==> config.mk <==
export PLATFORM = sky130hd
export DESIGN_NAME = l2_line_splitter_flat
export DESIGN_NICKNAME = d
export VERILOG_FILES = /design/src/rtl/l2_split_pkg.sv /design/src/rtl/l2_line_splitter_if.sv /design/src/rtl/l2_beat_seq.sv /design/src/rtl/l2_line_splitter.sv /design/src/flat_wrapper.sv
export SDC_FILE = /design/constraint.sdc
export NUM_CORES = 1
export LEC_CHECK = 0
export CAP_MARGIN = 20
export CORE_AREA = 10 10 315 317
export CTS_CLUSTER_DIAMETER = 40
export CTS_CLUSTER_SIZE = 14
export DETAILED_ROUTE_END_ITERATION = 8
export DIE_AREA = 0 0 325 327
export SYNTH_ARGS = -nofsm -noshare
export SYNTH_HDL_FRONTEND = slang
export SYNTH_HIERARCHICAL = 1
export SYNTH_SLANG_ARGS = --single-unit
==> constraint.sdc <==
create_clock -name clk -period 7.86 [get_ports clk]
set_input_delay 1.572 -clock clk [delete_from_list [all_inputs] [get_ports clk]]
set_output_delay 1.572 -clock clk [all_outputs]
set_load 0.005 [all_outputs]
==> src/rtl/l2_split_pkg.sv <==
// Shared types and geometry for the L2 line splitter.
// Line/beat sizes and offset bit positions derive from the two widths.
package l2_split_pkg;

    localparam int L2_LINE    = 256;
    localparam int DN_LINE    = 128;
    localparam int BEATS      = L2_LINE / DN_LINE;
    localparam int ADDR_W     = 32;
    localparam int BEAT_BYTES = DN_LINE / 8;
    localparam int LINE_BYTES = L2_LINE / 8;
    localparam int BEAT_OFF   = $clog2(BEAT_BYTES);
    localparam int LINE_OFF   = $clog2(LINE_BYTES);
    localparam int BEAT_W     = LINE_OFF - BEAT_OFF;

    typedef enum logic [1:0] {
        IDLE,
        BEAT,
        DONE
    } state_e;

    typedef logic [BEAT_W-1:0]             beat_t;
    typedef logic [ADDR_W-1:0]             addr_t;
    typedef logic [BEATS-1:0][DN_LINE-1:0] line_t;

endpackage

==> src/rtl/l2_line_splitter_if.sv <==
// Memory request/response bus, used at both line width (L2 side)
// and beat width (downstream side).
interface l2_line_splitter_if
    import l2_split_pkg::*;
#(
    parameter int DW = 128
);

    logic          read;
    logic          write;
    addr_t         address;
    logic [DW-1:0] wdata;
    logic [DW-1:0] rdata;
    logic          resp;

    modport master (
        output read, write, address, wdata,
        input  rdata, resp
    );

    modport slave (
        input  read, write, address, wdata,
        output rdata, resp
    );

endinterface

==> src/rtl/l2_beat_seq.sv <==
// Beat sequencer: counter, start offset, wrap, last detect, beat address.
// L2_SPLIT_CRITICAL_FIRST_EN starts at the beat holding l2_address.
module l2_beat_seq
    import l2_split_pkg::*;
(
    input  logic  clk,
    input  logic  rst,
    input  logic  load,
    input  logic  adv,
    input  addr_t addr,
    output beat_t beat,
    output logic  last,
    output beat_t nxt_beat,
    output addr_t nxt_addr
);

    addr_t base_q;
    addr_t base_d;
    beat_t beat_q;
    beat_t cnt_q;
    beat_t start;

    assign base_d = addr & ~addr_t'(LINE_BYTES - 1);

`ifdef L2_SPLIT_CRITICAL_FIRST_EN
    assign start = addr[LINE_OFF-1:BEAT_OFF];
`else
    assign start = '0;
`endif

    // Index wraps naturally at BEAT_W bits; cnt_q tracks beats issued.
    assign nxt_beat = load ? start : beat_q + 1'b1;
    assign nxt_addr = (load ? base_d : base_q)
                    | (addr_t'(nxt_beat) << BEAT_OFF);
    assign last     = (cnt_q == beat_t'(BEATS - 1));
    assign beat     = beat_q;

    always_ff @(posedge clk or negedge rst) begin
        if (!rst) begin
            base_q <= '0;
            beat_q <= '0;
            cnt_q  <= '0;
        end else if (load) begin
            base_q <= base_d;
            beat_q <= start;
            cnt_q  <= '0;
        end else if (adv) begin
            beat_q <= nxt_beat;
            cnt_q  <= cnt_q + 1'b1;
        end
    end

endmodule

==> src/rtl/l2_line_splitter.sv <==
// Splits one 256-bit L2 line transaction into 128-bit downstream beats.
// Optional macro L2_SPLIT_CRITICAL_FIRST_EN: critical-beat-first ordering.
module l2_line_splitter
    import l2_split_pkg::*;
(
    input logic                clk,
    input logic                rst,
    l2_line_splitter_if.slave  l2,
    l2_line_splitter_if.master dn
);

    state_e state_q;
    state_e state_d;

    logic   wr_q;
    logic   accept;
    logic   adv;
    logic   last;
    logic   dn_read_q;
    logic   dn_write_q;
    logic   l2_resp_q;
    addr_t  dn_addr_q;
    addr_t  nxt_addr;
    beat_t  beat;
    beat_t  nxt_beat;
    line_t  wline;
    line_t  wdata_q;
    line_t  rdata_q;
    logic [DN_LINE-1:0] dn_wdata_q;

    assign wline  = l2.wdata;
    assign accept = (state_q == IDLE) && (l2.read || l2.write);
    assign adv    = (state_q == BEAT) && dn.resp;

    l2_beat_seq u_seq (
        .clk      (clk),
        .rst      (rst),
        .load     (accept),
        .adv      (adv && !last),
        .addr     (l2.address),
        .beat     (beat),
        .last     (last),
        .nxt_beat (nxt_beat),
        .nxt_addr (nxt_addr)
    );

    always_comb begin
        state_d = state_q;
        unique case (state_q)
            IDLE:    if (accept)      state_d = BEAT;
            BEAT:    if (adv && last) state_d = DONE;
            DONE:    state_d = IDLE;
            default: state_d = IDLE;
        endcase
    end

    always_ff @(posedge clk or negedge rst) begin
        if (!rst) state_q <= IDLE;
        else      state_q <= state_d;
    end

    // Outputs are registered; write wins when both requests are high.
    always_ff @(posedge clk or negedge rst) begin
        if (!rst) begin
            wr_q       <= 1'b0;
            wdata_q    <= '0;
            rdata_q    <= '0;
            dn_read_q  <= 1'b0;
            dn_write_q <= 1'b0;
            dn_addr_q  <= '0;
            dn_wdata_q <= '0;
            l2_resp_q  <= 1'b0;
        end else begin
            l2_resp_q <= adv && last;
            if (accept) begin
                wr_q       <= l2.write;
                wdata_q    <= wline;
                dn_read_q  <= !l2.write;
                dn_write_q <= l2.write;
                dn_addr_q  <= nxt_addr;
                dn_wdata_q <= wline[nxt_beat];
            end
            if (adv) begin
                if (!wr_q) rdata_q[beat] <= dn.rdata;
                if (last) begin
                    dn_read_q  <= 1'b0;
                    dn_write_q <= 1'b0;
                end else begin
                    dn_addr_q  <= nxt_addr;
                    dn_wdata_q <= wdata_q[nxt_beat];
                end
            end
        end
    end

    assign l2.rdata   = rdata_q;
    assign l2.resp    = l2_resp_q;
    assign dn.read    = dn_read_q;
    assign dn.write   = dn_write_q;
    assign dn.address = dn_addr_q;
    assign dn.wdata   = dn_wdata_q;

endmodule

==> src/flat_wrapper.sv <==
// flat-port wrapper written by rule: the top's interface ports become plain ports
module l2_line_splitter_flat import l2_split_pkg::*;
  (clk, rst, l2_read, l2_write, l2_address, l2_wdata, l2_rdata, l2_resp, dn_read, dn_write, dn_address, dn_wdata, dn_rdata, dn_resp);
  l2_line_splitter_if #(.DW(L2_LINE)) l2_i ();
  l2_line_splitter_if #(.DW(DN_LINE)) dn_i ();
  input logic clk;
  input logic rst;
  input wire logic [$bits(l2_i.read)-1:0] l2_read;
  input wire logic [$bits(l2_i.write)-1:0] l2_write;
  input wire logic [$bits(l2_i.address)-1:0] l2_address;
  input wire logic [$bits(l2_i.wdata)-1:0] l2_wdata;
  output wire logic [$bits(l2_i.rdata)-1:0] l2_rdata;
  output wire logic [$bits(l2_i.resp)-1:0] l2_resp;
  output wire logic [$bits(dn_i.read)-1:0] dn_read;
  output wire logic [$bits(dn_i.write)-1:0] dn_write;
  output wire logic [$bits(dn_i.address)-1:0] dn_address;
  output wire logic [$bits(dn_i.wdata)-1:0] dn_wdata;
  input wire logic [$bits(dn_i.rdata)-1:0] dn_rdata;
  input wire logic [$bits(dn_i.resp)-1:0] dn_resp;
  assign l2_i.read = l2_read;
  assign l2_i.write = l2_write;
  assign l2_i.address = l2_address;
  assign l2_i.wdata = l2_wdata;
  assign l2_rdata = l2_i.rdata;
  assign l2_resp = l2_i.resp;
  assign dn_read = dn_i.read;
  assign dn_write = dn_i.write;
  assign dn_address = dn_i.address;
  assign dn_wdata = dn_i.wdata;
  assign dn_i.rdata = dn_rdata;
  assign dn_i.resp = dn_resp;
  l2_line_splitter u_core (.clk(clk), .rst(rst), .l2(l2_i), .dn(dn_i));
endmodule
# == Word-level counts from Yosys, hierarchy flattened ==
# Cells that the tools add are included.
# totals
regBits,712
inputBits,421
out_inout_bits,419
# classes
addsub,2
n_lt_le_gt_ge,3
eq_ne,3
muxes,28
bitwise,2
n_reduce_logical,12
# op_table
cell,count
$mux 128,8
$bwmux 256,1
$demux 128 s1,1
$mux 32,4
$or 32x5->32,1
$mux 1,11
$logic_and 1x1->1,5
$lt 1x2->1 const B,2
$mux 2,2
$ne 2x2->1 const B,2
$pmux 2 s2,1
$reduce_and 2->1,2
$add 1x1->1 const B,2
$eq 2x1->1 const B,1
$logic_not 1->1,2
$logic_not 2->1,1
$reduce_bool 2->1,1
$ge 1x1->1 const B,1
$logic_or 1x1->1,1
$not 1->1,1

# == Longest topological paths before layout ==
# logic_depth
depth_word,8
depth_mapped,14

# == By module ==
# Netlist, hierarchy kept.
# by_module_without_submodules
mod,n_inst,cells_each,area_each_um2,seq_area_each_um2
l2_line_splitter,1,2202,29550.8,16966.3
l2_beat_seq,1,77,1362.6,850.8

# == Worst setup path before layout ==
# OpenSTA, ideal clock, no wires.
# synth_timing
path_type,input -> register
start,in l2_write
end,reg u_core.dn_wdata_q[37] (netlist: u_core/dn.wdata[37])
setup_ns,0.135
t_arrival_ns,3.938
t_required_ns,7.725
slack_ns,3.788
stages,14
path_cell_list,or2_2 clkbuf_1 nand2_1 buf_2 inv_1 buf_6 buf_6 nor2_1 buf_2 clkbuf_1 buf_1 mux2_2 nand2_1 o31ai_1
# synth_between
elab_chain_len,8
elab_cells_between_ends,10
cone_classes,mux: 8; reduce/logical: 2
# synth_lines
element,line,source
start: declaration,flat_wrapper.sv:9,input wire logic [$bits(l2_i.write)-1:0] l2_write;
$logic_or 1x1->1 (*),l2_line_splitter.sv:32,assign accept = (state_q == IDLE) && (l2.read || l2.write);
$logic_and 1x1->1 (*),l2_line_splitter.sv:32,
named net u_core.accept,l2_line_splitter.sv:16,logic accept;
$mux 1 (*),l2_beat_seq.sv:32,assign nxt_beat = load ? start : beat_q + 1'b1;
named net u_core.nxt_beat,l2_line_splitter.sv:25,beat_t nxt_beat;
$mux 128 (implied by the code) (2 in series),l2_line_splitter.sv:81,dn_wdata_q <= wline[nxt_beat];
$mux 128,l2_line_splitter.sv:75,if (accept) begin
$mux 128,l2_line_splitter.sv:85,if (last) begin
$mux 128 (*),l2_line_splitter.sv:83,if (adv) begin
end signal: assignment,l2_line_splitter.sv:81,
end signal: assignment,l2_line_splitter.sv:90,dn_wdata_q <= wdata_q[nxt_beat];
end: declaration,l2_line_splitter.sv:29,logic [DN_LINE-1:0] dn_wdata_q;
# The timed path passes the listed nets; every way through them passes the cells marked *. The select of a mux whose other input is x is not followed.
# A chain may end at the register's enable or synchronous reset.

# == Worst setup path in the final report ==
# layout_timing
start,in l2_write
end,reg u_core.dn_wdata_q[6] (netlist: u_core/dn.wdata[6])
# The elaborated chain is that of the path after synthesis.

==> reports/qor.yml <==
synth:
  synth_edf_count: 0
  ys_seq_area_frac: 0.576
  netlist_area_um2: 30900
  synth_top_area_share: 0.576
  ys_types: 26
  synth.avg_cell_area_um2: 13.6
  synthTopCellsByArea: "dfrtp_1 (58%), mux2_2 (25%), a2111oi_0 (3.6%)"
  netlist_instances: 2279
  postSynth.asyncResetShare: 1.00
  ys_warn_count: 6
  synth_seq_cells: 712
  synth_ff_type: "dfrtp_1"
  yosys.area.top_type: "dfrtp_1"
  synth_fp_nets: 2700
worst_setup_path:
  critPathKind: "in -> reg"
  path_cells: "clkdlybuf4s50_1 -> or2_4 -> nand2_4 -> inv_2 -> nor2_4 -> buf_12 -> nor2b_1 -> a2111oi_0 -> o31ai_1"
  required_ns: 8.42
  arrival_ns: 4.93
  crit_path_top_delay_cell: "nand2_4"
  cp_max_fo: 213
  crit_path_end_kind: "flip-flop"
  cpPeakStageDelay_ns: 0.57
  cp-start-kind: "input pin"
drt:
  firstDrtPassIters: 6
  vias: 22500
  drc_errors: 0
  drt_iter0_drc: 1188
  vias_per_cell: 5.05
  drt-total-wl_mm: 115
  ant_nets: 0
  wl_per_cell_um: 25.7
cts:
  cts_tree: "done"
  cts_buffers: 130
  cts_hold_buf: 0
  htree_levels: 4
  cts-root-buf: "clkbuf_16"
  insertion_delay_ns: 0.73
  cts.clk_slew.worst_paths_ns: 0.05
  clock_path_buffers: 3
  cts.sink_count: 712
  cts_resized: 0
  postCtsSetupBuffers: 0
sta:
  rsz0062_at_grt: "false"
  setup_violations: 0
  slew_violations: 0
  fin_crit_ns: 4.37
  hold_viol: 0
  fin_worst_skew_ns: 0.0258
  max_slew_margin: 0.114
  worst_pin_slew_ns: 1.33
  max_freq_mhz: 229
  fin_setup_tns_ns: 0
  period_share: 0.556
  holdWs_ns: 0.469
global_route:
  grt_max_degree: 214
  overflow: 0
  antenna_found_initial: 55
  grt_pass1_vias: 24500
  grt_pass1_wl_mm: 169
  gr-usage-all-layers: 0.210
floorplan:
  fp.dieH_um: 327
  ioPinCount: 840
  start_util: 0.333
  row_count: 112
  design.core.area_um2: 92800
  dieArea_um2: 106000
  die_x_um: 325
power:
  p_leak_nw: 18.1
  powerDensity_nw_per_um2: 458
  fin_total_pwr_w: 0.0206
  vdd_ir_drop_max_mv: 0.372
place:
  gp_congestion: 0.884
  hpwlAfterDp_mm: 80.5
  dp.cells: 4201
  numPortBuffers: 834
layout:
  drive_gt1_frac: 0.302
  area_growth_pct: 45.7
  n_fill_cell: 8037
  fin_nets: 3501
  multi_input_area_um2: 12200
  seq_area_um2: 17800
  finalNonFillerCells: 4467
  final_util: 0.485
hold_path:
  min_path_type: "reg -> reg"
run_status:
  outcome: "complete, no violations"
job:
  drv_cap: 0
cell usage after synthesis, types with 3 or more instances:
library cell,count
mux2_4,21
o31ai_1,128
a2111oi_0,128
dfrtp_1,712
buf_1,11
nand2_1,131
mux2_2,678
clkbuf_1,114
nor2_1,8
buf_2,49
nor2b_1,132
buf_6,16
a21oi_1,131
inv_1,3
sequential cells by signal, summed over array words and instances, names as in the netlist:
signal               cells
u_core/l2.rdata        256
u_core/wdata_q         256
u_core/dn.wdata        128
u_core/dn.address       32
u_core/u_seq/base_q     32
u_core/state_q           2
u_core/dn.read           1
u_core/dn.write          1
u_core/l2.resp           1
u_core/u_seq/beat        1
u_core/u_seq/last        1
u_core/wr_q              1
area by class of cell:
type	instances	area share
sequential	712	0.396
multi-input combinational	1372	0.271
timing repair buffer	861	0.193
clock buffer	162	0.0796
tap	1254	0.0348
clock inverter	74	0.0239
antenna	29	0.00161
inverter	3	0.000250
worst paths after layout:
kind	start	endpoint	slack, ns	cells after the start
max	l2_write	u_core/dn.wdata[6]	3.49	9
min	u_core/u_seq/base_q[4]	u_core/u_seq/base_q[4]	0.47	2
max reg2reg	u_core/state_q[1]	u_core/dn.wdata[57]	3.99	8
min reg2reg	u_core/u_seq/base_q[4]	u_core/u_seq/base_q[4]	0.47	2
max in group asynchronous	rst	u_core/u_seq/base_q[0]	5.33	2
min in group asynchronous	rst	u_core/wdata_q[133]	0.96	1
per-stage QoR:
step / worst slack, ns / cell area (µm²)
2_1_floorplan: 3.79 / 30900
3_5_place_dp: 2.80 / 40300
3_3_place_gp: 2.99 / 40300
4_1_cts: 3.62 / 44900
5_1_grt: 3.34 / 45000
6_report: 3.49 / 45000
worst max-delay path: cells and delay by family:
family	cells	cell delay, ns
and+or+nand+nor	4	1.17
buffers and inverters	3	1.12
AOI/OAI and AO/OA	2	0.61
placed cells by master, fill, tap and decap left out, types with 7 or more instances in the layout:
master	instances
clkdlybuf4s50_1	833
mux2_2	678
clkbuf_1	12
a2111oi_0	128
clkinv_4	11
clkbuf_16	131
bufinv_16	18
clkbuf_8	19
buf_12	9
mux2_4	21
o31ai_1	128
diode_2	29
inv_6	7
dfrtp_1	712
nor2b_1	132
clkinvlp_4	10
buf_4	17
nand2_1	130
a21oi_1	130
clkinv_2	17
layer usage:
metal  up-vias  track usage  part of all wire
li1      10000            -                 -
met1     11500        0.218              0.36
met2       742        0.370              0.51
met3       233       0.0855             0.085
met4        44       0.0928             0.039
met5         -            0            0.0027
power by group:
part / switching, W / internal [W]
Combinational: 0.00357 / 0.00465
Clock: 0.00202 / 0.00387
Sequential: 0.000964 / 0.00556
logic make-up (layout without fill, tap and decap cells):
| group | count (synthesis) | after routing | share of synthesized area |
|---|---|---|---|
| DFF | 712 | 712 | 0.576 |
| muxes | 699 | 699 | 0.257 |
| AOI/OAI and AO/OA | 392 | 392 | 0.0898 |
| and+or+nand+nor | 279 | 279 | 0.0455 |
| buffers and inverters | 195 | 1100 | 0.0306 |
| xor gates and xnor gates | 2 | 2 | 0.000567 |
| other | 0 | 29 | 0 |
Power figures use the tool's default switching activity.
